`src/rtl/imm_field_decoder.sv`:
```
// Immediate field decoder: extracts raw RV32I immediates and the extender select behind a
// registered output stage with a one-entry skid buffer. Optional macro: IMM_ILLEGAL_DETECT_EN.
module imm_field_decoder (
    input  logic        clk,
    input  logic        rst,
    input  logic        in_valid,
    output logic        in_ready,
    input  logic [31:0] Instr,
    output logic        out_valid,
    input  logic        out_ready,
    output logic [11:0] Imm12,
    output logic [19:0] Imm20,
    output logic [1:0]  CTRL,
    output logic        HasImm,
    output logic        IllegalOp,
    output logic [15:0] InstrCount
);

    localparam logic [6:0] OP_IMM    = 7'b0010011;
    localparam logic [6:0] OP_LOAD   = 7'b0000011;
    localparam logic [6:0] OP_JALR   = 7'b1100111;
    localparam logic [6:0] OP_SYSTEM = 7'b1110011;
    localparam logic [6:0] OP_STORE  = 7'b0100011;
    localparam logic [6:0] OP_BRANCH = 7'b1100011;
    localparam logic [6:0] OP_LUI    = 7'b0110111;
    localparam logic [6:0] OP_AUIPC  = 7'b0010111;
    localparam logic [6:0] OP_JAL    = 7'b1101111;
    localparam logic [6:0] OP_REG    = 7'b0110011;
    localparam logic [6:0] OP_FENCE  = 7'b0001111;

    localparam logic [1:0] SEL_IMM12     = 2'b00;
    localparam logic [1:0] SEL_IMM12_SH1 = 2'b01;
    localparam logic [1:0] SEL_IMM20     = 2'b10;
    localparam logic [1:0] SEL_IMM20_SH1 = 2'b11;

    typedef struct packed {
        logic [11:0] imm12;
        logic [19:0] imm20;
        logic [1:0]  ctrl;
        logic        has_imm;
    } dec_t;

    localparam dec_t DEC_NONE = '{imm12: 12'd0, imm20: 20'd0, ctrl: 2'b00, has_imm: 1'b0};

    typedef enum logic [1:0] {
        ST_EMPTY = 2'b00,
        ST_ONE   = 2'b01,
        ST_FULL  = 2'b11
    } state_t;

    // Pure field extraction; R-type, FENCE and unknown opcodes keep the all-zero word.
    function automatic dec_t decode_fields(input logic [31:0] w);
        dec_t d;
        d = DEC_NONE;
        case (w[6:0])
            OP_IMM, OP_LOAD, OP_JALR, OP_SYSTEM: begin
                d.imm12   = w[31:20];
                d.ctrl    = SEL_IMM12;
                d.has_imm = 1'b1;
            end
            OP_STORE: begin
                d.imm12   = {w[31:25], w[11:7]};
                d.ctrl    = SEL_IMM12;
                d.has_imm = 1'b1;
            end
            OP_BRANCH: begin
                d.imm12   = {w[31], w[7], w[30:25], w[11:8]};
                d.ctrl    = SEL_IMM12_SH1;
                d.has_imm = 1'b1;
            end
            OP_LUI, OP_AUIPC: begin
                d.imm20   = w[31:12];
                d.ctrl    = SEL_IMM20;
                d.has_imm = 1'b1;
            end
            OP_JAL: begin
                d.imm20   = {w[31], w[19:12], w[20], w[30:21]};
                d.ctrl    = SEL_IMM20_SH1;
                d.has_imm = 1'b1;
            end
            OP_REG, OP_FENCE: begin
                d = DEC_NONE;
            end
            default: begin
                d = DEC_NONE;
            end
        endcase
        return d;
    endfunction

`ifdef IMM_ILLEGAL_DETECT_EN
    // Flags any opcode outside the supported RV32I base list.
    function automatic logic opcode_unlisted(input logic [6:0] op);
        logic bad;
        case (op)
            OP_IMM, OP_LOAD, OP_JALR, OP_SYSTEM, OP_STORE, OP_BRANCH,
            OP_LUI, OP_AUIPC, OP_JAL, OP_REG, OP_FENCE: bad = 1'b0;
            default:                                     bad = 1'b1;
        endcase
        return bad;
    endfunction
`endif

    state_t      state_r;
    state_t      state_next_s;
    dec_t        dec_s;
    dec_t        out_r;
    dec_t        skid_r;
    logic        out_valid_r;
    logic        in_ready_r;
    logic [15:0] count_r;
    logic        accept_s;
    logic        drain_s;
    logic        load_out_in_s;
    logic        load_out_skid_s;
    logic        load_skid_s;

    assign dec_s    = decode_fields(Instr);
    assign accept_s = in_valid & in_ready_r;
    assign drain_s  = out_valid_r & out_ready;

    // Occupancy next-state and register load selects.
    always_comb begin
        state_next_s    = state_r;
        load_out_in_s   = 1'b0;
        load_out_skid_s = 1'b0;
        load_skid_s     = 1'b0;
        case (state_r)
            ST_EMPTY: begin
                if (accept_s) begin
                    load_out_in_s = 1'b1;
                    state_next_s  = ST_ONE;
                end else begin
                    state_next_s  = ST_EMPTY;
                end
            end
            ST_ONE: begin
                if (accept_s && drain_s) begin
                    load_out_in_s = 1'b1;
                    state_next_s  = ST_ONE;
                end else if (accept_s) begin
                    load_skid_s   = 1'b1;
                    state_next_s  = ST_FULL;
                end else if (drain_s) begin
                    state_next_s  = ST_EMPTY;
                end else begin
                    state_next_s  = ST_ONE;
                end
            end
            ST_FULL: begin
                // in_ready is low here, so only a drain can move the state.
                if (drain_s) begin
                    load_out_skid_s = 1'b1;
                    state_next_s    = ST_ONE;
                end else begin
                    state_next_s    = ST_FULL;
                end
            end
            default: begin
                state_next_s = ST_EMPTY;
            end
        endcase
    end

    // State, handshake flags, data registers and accept counter.
    always_ff @(posedge clk) begin
        if (rst) begin
            state_r     <= ST_EMPTY;
            out_valid_r <= 1'b0;
            in_ready_r  <= 1'b1;
            out_r       <= DEC_NONE;
            skid_r      <= DEC_NONE;
            count_r     <= 16'd0;
        end else begin
            state_r     <= state_next_s;
            out_valid_r <= (state_next_s != ST_EMPTY);
            in_ready_r  <= (state_next_s != ST_FULL);
            if (load_out_in_s) begin
                out_r <= dec_s;
            end else if (load_out_skid_s) begin
                out_r <= skid_r;
            end
            if (load_skid_s) begin
                skid_r <= dec_s;
            end
            if (accept_s) begin
                count_r <= count_r + 16'd1;
            end
        end
    end

`ifdef IMM_ILLEGAL_DETECT_EN
    logic out_illegal_r;
    logic skid_illegal_r;
    logic in_illegal_s;

    assign in_illegal_s = opcode_unlisted(Instr[6:0]);

    // Illegal flag travels alongside its decoded word through OUT and SKID.
    always_ff @(posedge clk) begin
        if (rst) begin
            out_illegal_r  <= 1'b0;
            skid_illegal_r <= 1'b0;
        end else begin
            if (load_out_in_s) begin
                out_illegal_r <= in_illegal_s;
            end else if (load_out_skid_s) begin
                out_illegal_r <= skid_illegal_r;
            end
            if (load_skid_s) begin
                skid_illegal_r <= in_illegal_s;
            end
        end
    end

    assign IllegalOp = out_illegal_r;
`else
    assign IllegalOp = 1'b0;
`endif

    assign in_ready   = in_ready_r;
    assign out_valid  = out_valid_r;
    assign Imm12      = out_r.imm12;
    assign Imm20      = out_r.imm20;
    assign CTRL       = out_r.ctrl;
    assign HasImm     = out_r.has_imm;
    assign InstrCount = count_r;

endmodule

```
`config.mk`:
```
export PLATFORM = sky130hd
export DESIGN_NAME = imm_field_decoder
export DESIGN_NICKNAME = d
export VERILOG_FILES = /design/src/rtl/imm_field_decoder.sv
export SDC_FILE = /design/constraint.sdc
export NUM_CORES = 1
export LEC_CHECK = 0
export ABC_CLOCK_PERIOD_IN_PS = 4500
export BUFFER_PORTS_ARGS = -buffer_cell sky130_fd_sc_hd__buf_2
export CAP_MARGIN = 25
export CELL_PAD_IN_SITES_DETAIL_PLACEMENT = 0
export CELL_PAD_IN_SITES_GLOBAL_PLACEMENT = 1
export CORE_MARGIN = 8
export CORE_UTILIZATION = 44
export CTS_CLUSTER_SIZE = 10
export DETAILED_ROUTE_END_ITERATION = 6
export PLACE_DENSITY_LB_ADDON = 0.1
export SLEW_MARGIN = 20
export SYNTH_ARGS = -nofsm -noshare
export SYNTH_HDL_FRONTEND = slang
export SYNTH_SLANG_ARGS = --single-unit
```
`constraint.sdc`:
```
create_clock -name clk -period 4.5 [get_ports clk]
set_clock_uncertainty 0.05 [all_clocks]
set_input_delay 0.225 -clock clk [delete_from_list [all_inputs] [get_ports clk]]
set_output_delay 0.225 -clock clk [all_outputs]
set_load 0.01 [all_outputs]
```
Word level (Yosys, flattened, before mapping)
Index checks and enable logic that the tools add are counted.
Widths: inputs -> output; s select.

word-level totals
  register bits after elaboration = 90
  latch bits = 0
  RAM bits = 0
  ROM bits = 0
  word-level logic and storage cells = 52
  memories kept = 0

operators by class
  add/subtract/negate cells = 1
  $mul = 0
  div/mod/pow operators = 0
  $lt $le $gt $ge = 0
  equality and inequality tests = 12
  shift-type cells = 0
  multiplexer cells = 18
  bitwise logic cells = 2
  reductions and logical operators = 7

operators by type and width
  cell                   count
  $mux 35                2
  $pmux 20 s2            1
  $pmux 12 s3            1
  $eq 7x7->1 const B     4
  $add 16x1->16 const B  1
  $eq 7x5->1 const B     2
  $eq 7x6->1 const B     2
  $pmux 3 s4             1
  $mux 1                 8
  $eq 7x2->1 const B     1
  $mux 2                 3
  $pmux 2 s3             1
  $reduce_or 5->1        1
  $reduce_bool 2->1      2
  $reduce_or 4->1        1
  $and 1x1->1            2
  $eq 2x1->1 const B     1
  $eq 2x2->1 const B     1
  $logic_not 2->1        1
  $ne 2x2->1 const B     1
  $pmux 1 s2             1
  $reduce_or 2->1        1
  $logic_and 1x1->1      1

Depth between registers and ports, before layout
  depth in word-level cells = 6
  depth in mapped cells = 7
  mapped depth without buffers = 5

Worst setup path after synthesis
Ideal clock, no wire load.

  path type = register -> register
  start point = register in_ready_r, in the netlist in_ready
  end point = register skid_r[31] (netlist bit)
  arrival time = 1406 ps
  data required time = 4318 ps
  path slack = 2912 ps
  stages on the path, launching flop included = 8
  path buffers = 3
  period minus slack after synthesis = 1588 ps
  path through = dfxtp_1 -> buf_2 -> and3b_1 -> buf_2 -> nand2_1 -> buf_2 -> a311oi_1 -> nor3_1

between the ends
  longest elaborated chain between the ends = 4
  elaborated cells between the ends (all ways) = 5

ends and longest elaborated chain
  item                                                RTL line  RTL
  start: declaration                                  110       logic in_ready_r;
  start signal: assignment                            177       in_ready_r <= (state_next_s != ST_FULL);
  $and 1x1->1 *                                       119       assign accept_s = in_valid & in_ready_r;
  $mux 1 / $logic_and 1x1->1 (equally long branches)  141, 138
  $mux 1 *                                            138       if (accept_s && drain_s) begin
  $mux 1 *                                            128       case (state_r)
  end signal: assignment                              184       skid_r <= dec_s;
  end: declaration                                    108       dec_t skid_r;

Every way passes the cells marked *; elsewhere a longest branch is shown, timed or not.
A chain may end at the register's enable or synchronous reset.

Worst setup path after layout
  start point = register in_ready_r, in the netlist in_ready
  end point = register skid_r[7] (netlist bit)

The elaborated chain is that of the path after synthesis.

==> impl_metrics.tcl <==
set metrics [dict create \
    outcome "finished, final reports clean" \
    cts_sinks 90 \
    seqCellArea_mm2 0.00180 \
    place.gp.congestion 0.806 \
    critical_path_buf_inv_count 2 \
    synth_top_family_by_area "compound AO/OA/AOI/OAI gates" \
    drt_first_iter_violations 343 \
    crit_type "reg -> reg" \
    ys_ff_latch 90 \
    worst_slack_ns 2.25 \
    r2r_cells 6 \
    post-route-period-util_pct 50.0 \
    start_kind "register" \
    wl_per_cell_um 18.6 \
    clock_path_buffers 2 \
    via_per_inst 5.95 \
    clk_latency_ns 0.36 \
    netlist_instances 479 \
    drt_wl_total_mm 12.6 \
    r2r_end "skid_r[7]" \
    setup_viol 0 \
    power_density_mw_per_mm2 360 \
    clkTransAtPathRegs_ns 0.09 \
    initial_utilization_pct 44.5 \
    critPathMostFrequentCell "buf_4" \
    crit_chain "and3b_1 -> buf_4 -> nand2_1 -> buf_4 -> a221oi_1 -> nor3_1" \
    critPathMaxFanout 35 \
    finalNetCount 576 \
    crit_arrival_ns 2.42 \
    diodes 0 \
    hold_start "in_valid" \
    place_ws_ns 2.32 \
    drc 0 \
    pwr-share-clk_pct 35.6 \
    setup_tns_ns 0 \
    vias 4027 \
    max_stage_delay_ns 0.44 \
    cts_setup_buffers 0 \
    fp.dieH_um 114 \
    required_ns 4.67 \
    cpMaxStageDelayCell "dfxtp_1" \
    postSynthAreaPerCell_um2 8.87 \
    ant_nets 0 \
    synth_xor_xnor_area_share_pct 2.47 \
    peakVddDrop_mv 0.203 \
    pwr-share-comb_pct 15.4 \
    hold_viol 0 \
    dieArea_mm2 0.0131 \
    numPortBuffers 88 \
    ctsResizeCount 0 \
    power.internal_mw 1.29 \
    relSlewSlack_pct 39.4 \
    grt_max_degree 62 \
    p_leak_nw 1.93 \
    timing.fmax_mhz 445 \
    grt_pass1_wl_mm 20.4 \
    r2r_slack_ns 2.25 \
    ctsHoldBuffers 0 \
    core-area_mm2 0.00955 \
    syn-num-nets 516 \
    end_kind "register" \
    max_slew.worst_pin.slew_ns 0.907 \
    rows 36 \
    grt_pass1_vias 3907 \
    synth.distinct_cells 49 \
    multi_input_area_mm2 0.00221 \
    first_pass_iters 5 \
    synth_fa_ha_area_share_pct 0.295 \
    swShare_pct 27.5 \
    layout.cells.non_filler 677 \
    synth-simple-area-share_pct 20.2 \
    fillers 953 \
    period_needed_ns 2.25 \
    hold_path_class "in -> reg" \
    final_common_cell "dfxtp_1" \
    cts.htree.levels 3 \
    slew_violations 0 \
    mostFrequentLayoutCells "90 x dfxtp_1, 88 x buf_2, 51 x nor2_1" \
    synth-seq-area-share_pct 42.4 \
    antenna_found_initial 0 \
    layout-drive-gt1-share_pct 23.0 \
    cts-root-buf "clkbuf_8" \
    synthMuxAreaShare_pct 1.71 \
    ys_warn_count 0 \
    hold_path_depth 3 \
    synthFlopType "dfxtp_1" \
    synth-edff-count 0 \
    hpwl_mm 8.21 \
    async_reset_ff_share_pct 0 \
    cap_violations 0 \
    rsz0062_at_grt "false" \
    dp_cells 661 \
    ios 90 \
    p_switching_uw 488 \
    die_w_um 114 \
    seq_power_share_pct 49.0 \
    cp_top_family "buffers and inverters" \
    hold_end "InstrCount[1]" \
    overflow 0 \
    netlist_area_mm2 0.00425 \
    area_growth_pct 16.0 \
    numCtsBuffers 9 \
    grt_usage_pct 19.4 \
    synth-compound-area-share_pct 26.9 \
    cts_tree "done" \
    reg2reg_from "in_ready" \
]
cells in the mapped netlist, drive strengths merged, types with 2 or more instances:
library cell,number,area share (%)
a211oi,2,0.35
a21o,2,0.35
a21oi,12,1.4
a221oi,38,7.8
a311oi,22,4.5
and2,4,0.59
and3,8,1.2
and3b,3,0.62
buf,29,3.9
clkbuf,18,1.6
dfxtp,90,42
inv,5,0.44
mux2,2,0.53
mux2i,5,1.2
nand2,17,1.6
nand2b,2,0.29
nand3,9,1.1
nand3b,2,0.35
nand4,3,0.44
nor2,53,4.7
nor2b,4,0.59
nor3,46,6.2
nor4,6,0.88
o211a,2,0.47
o21ai,36,4.2
o2bb2ai,30,6.2
o311ai,2,0.41
or3,4,0.59
xnor2,9,1.9
xor2,3,0.62
power by group through the flow:
stage / Combinational, mW / Clock (mW) / Sequential, mW
final: 0.272 / 0.632 / 0.870
after global routing: 0.300 / 0.678 / 0.877
after CTS: 0.274 / 0.646 / 0.870
after detailed placement: 0.273 / 0 / 0.888
after global placement: 0.271 / 0 / 0.887
after floorplan: 0.158 / 0 / 0.896
area by class of cell:
| class | instances | area share, % |
|---|---|---|
| multi-input cells | 337 | 44.8 |
| flip-flops and latches | 90 | 36.6 |
| repair buffers | 96 | 10.2 |
| well taps | 133 | 3.38 |
| clock buffers | 12 | 3.15 |
| clock inverters | 4 | 1.50 |
| inverters | 5 | 0.381 |
layer usage:
metal	up-vias	wire length, um	GRT usage, %
met5	-	0	0
met2	136	5750	30.4
li1	1951	-	-
met4	0	142	5.94
met3	13	838	4.59
met1	1927	5840	25.7
worst max path at each step:
| stage | cells after the start | slack [ns] | end | from |
|---|---|---|---|---|
| finish | 6 | 2.25 | skid_r[7] | in_ready |
| detailed placement | 6 | 2.32 | skid_r[14] | in_ready |
| CTS | 6 | 2.29 | skid_r[31] | in_ready |
| global placement | 6 | 2.38 | skid_r[6] | in_ready |
| floorplan | 7 | 2.91 | skid_r[31] | in_ready |
| global route | 6 | 2.09 | skid_r[9] | in_ready |
cell families (layout without fill, tap and decap cells):
kind of cell | Yosys count | in the layout
AO/OA/AOI/OAI | 151 | 151
XOR/XNOR | 12 | 12
adder cells (fa/ha/maj) | 1 | 1
buffers and inverters | 52 | 117
flip-flops | 90 | 90
multiplexers | 7 | 7
other | 1 | 1
AND/OR/NAND/NOR | 165 | 165
flip-flops by register name, summed over array words and instances, names as in the netlist:
signal,count
state_r,2
Imm20,20
InstrCount,16
Imm12,12
in_ready,1
out_valid,1
skid_r,35
CTRL,2
HasImm,1
worst reg2reg max path: stages, from the launching register on:
cell      delay, ns
dfxtp_1        0.44
and3b_1        0.19
buf_4          0.33
nand2_1        0.39
buf_4          0.36
a221oi_1       0.27
nor3_1         0.08
stage by stage:
stage               hold slack, ns  utilization (%)  power, mW  area (um^2)
floorplan                    0.335                -       1.05         4250
global placement             0.387             49.2       1.16         4700
detailed placement           0.392             49.2       1.16         4700
CTS                          0.118             51.6       1.79         4920
global route                 0.140             51.6       1.86         4920
finish                       0.138             51.6       1.77         4920
Note: power is estimated with default switching activity, not from simulation.
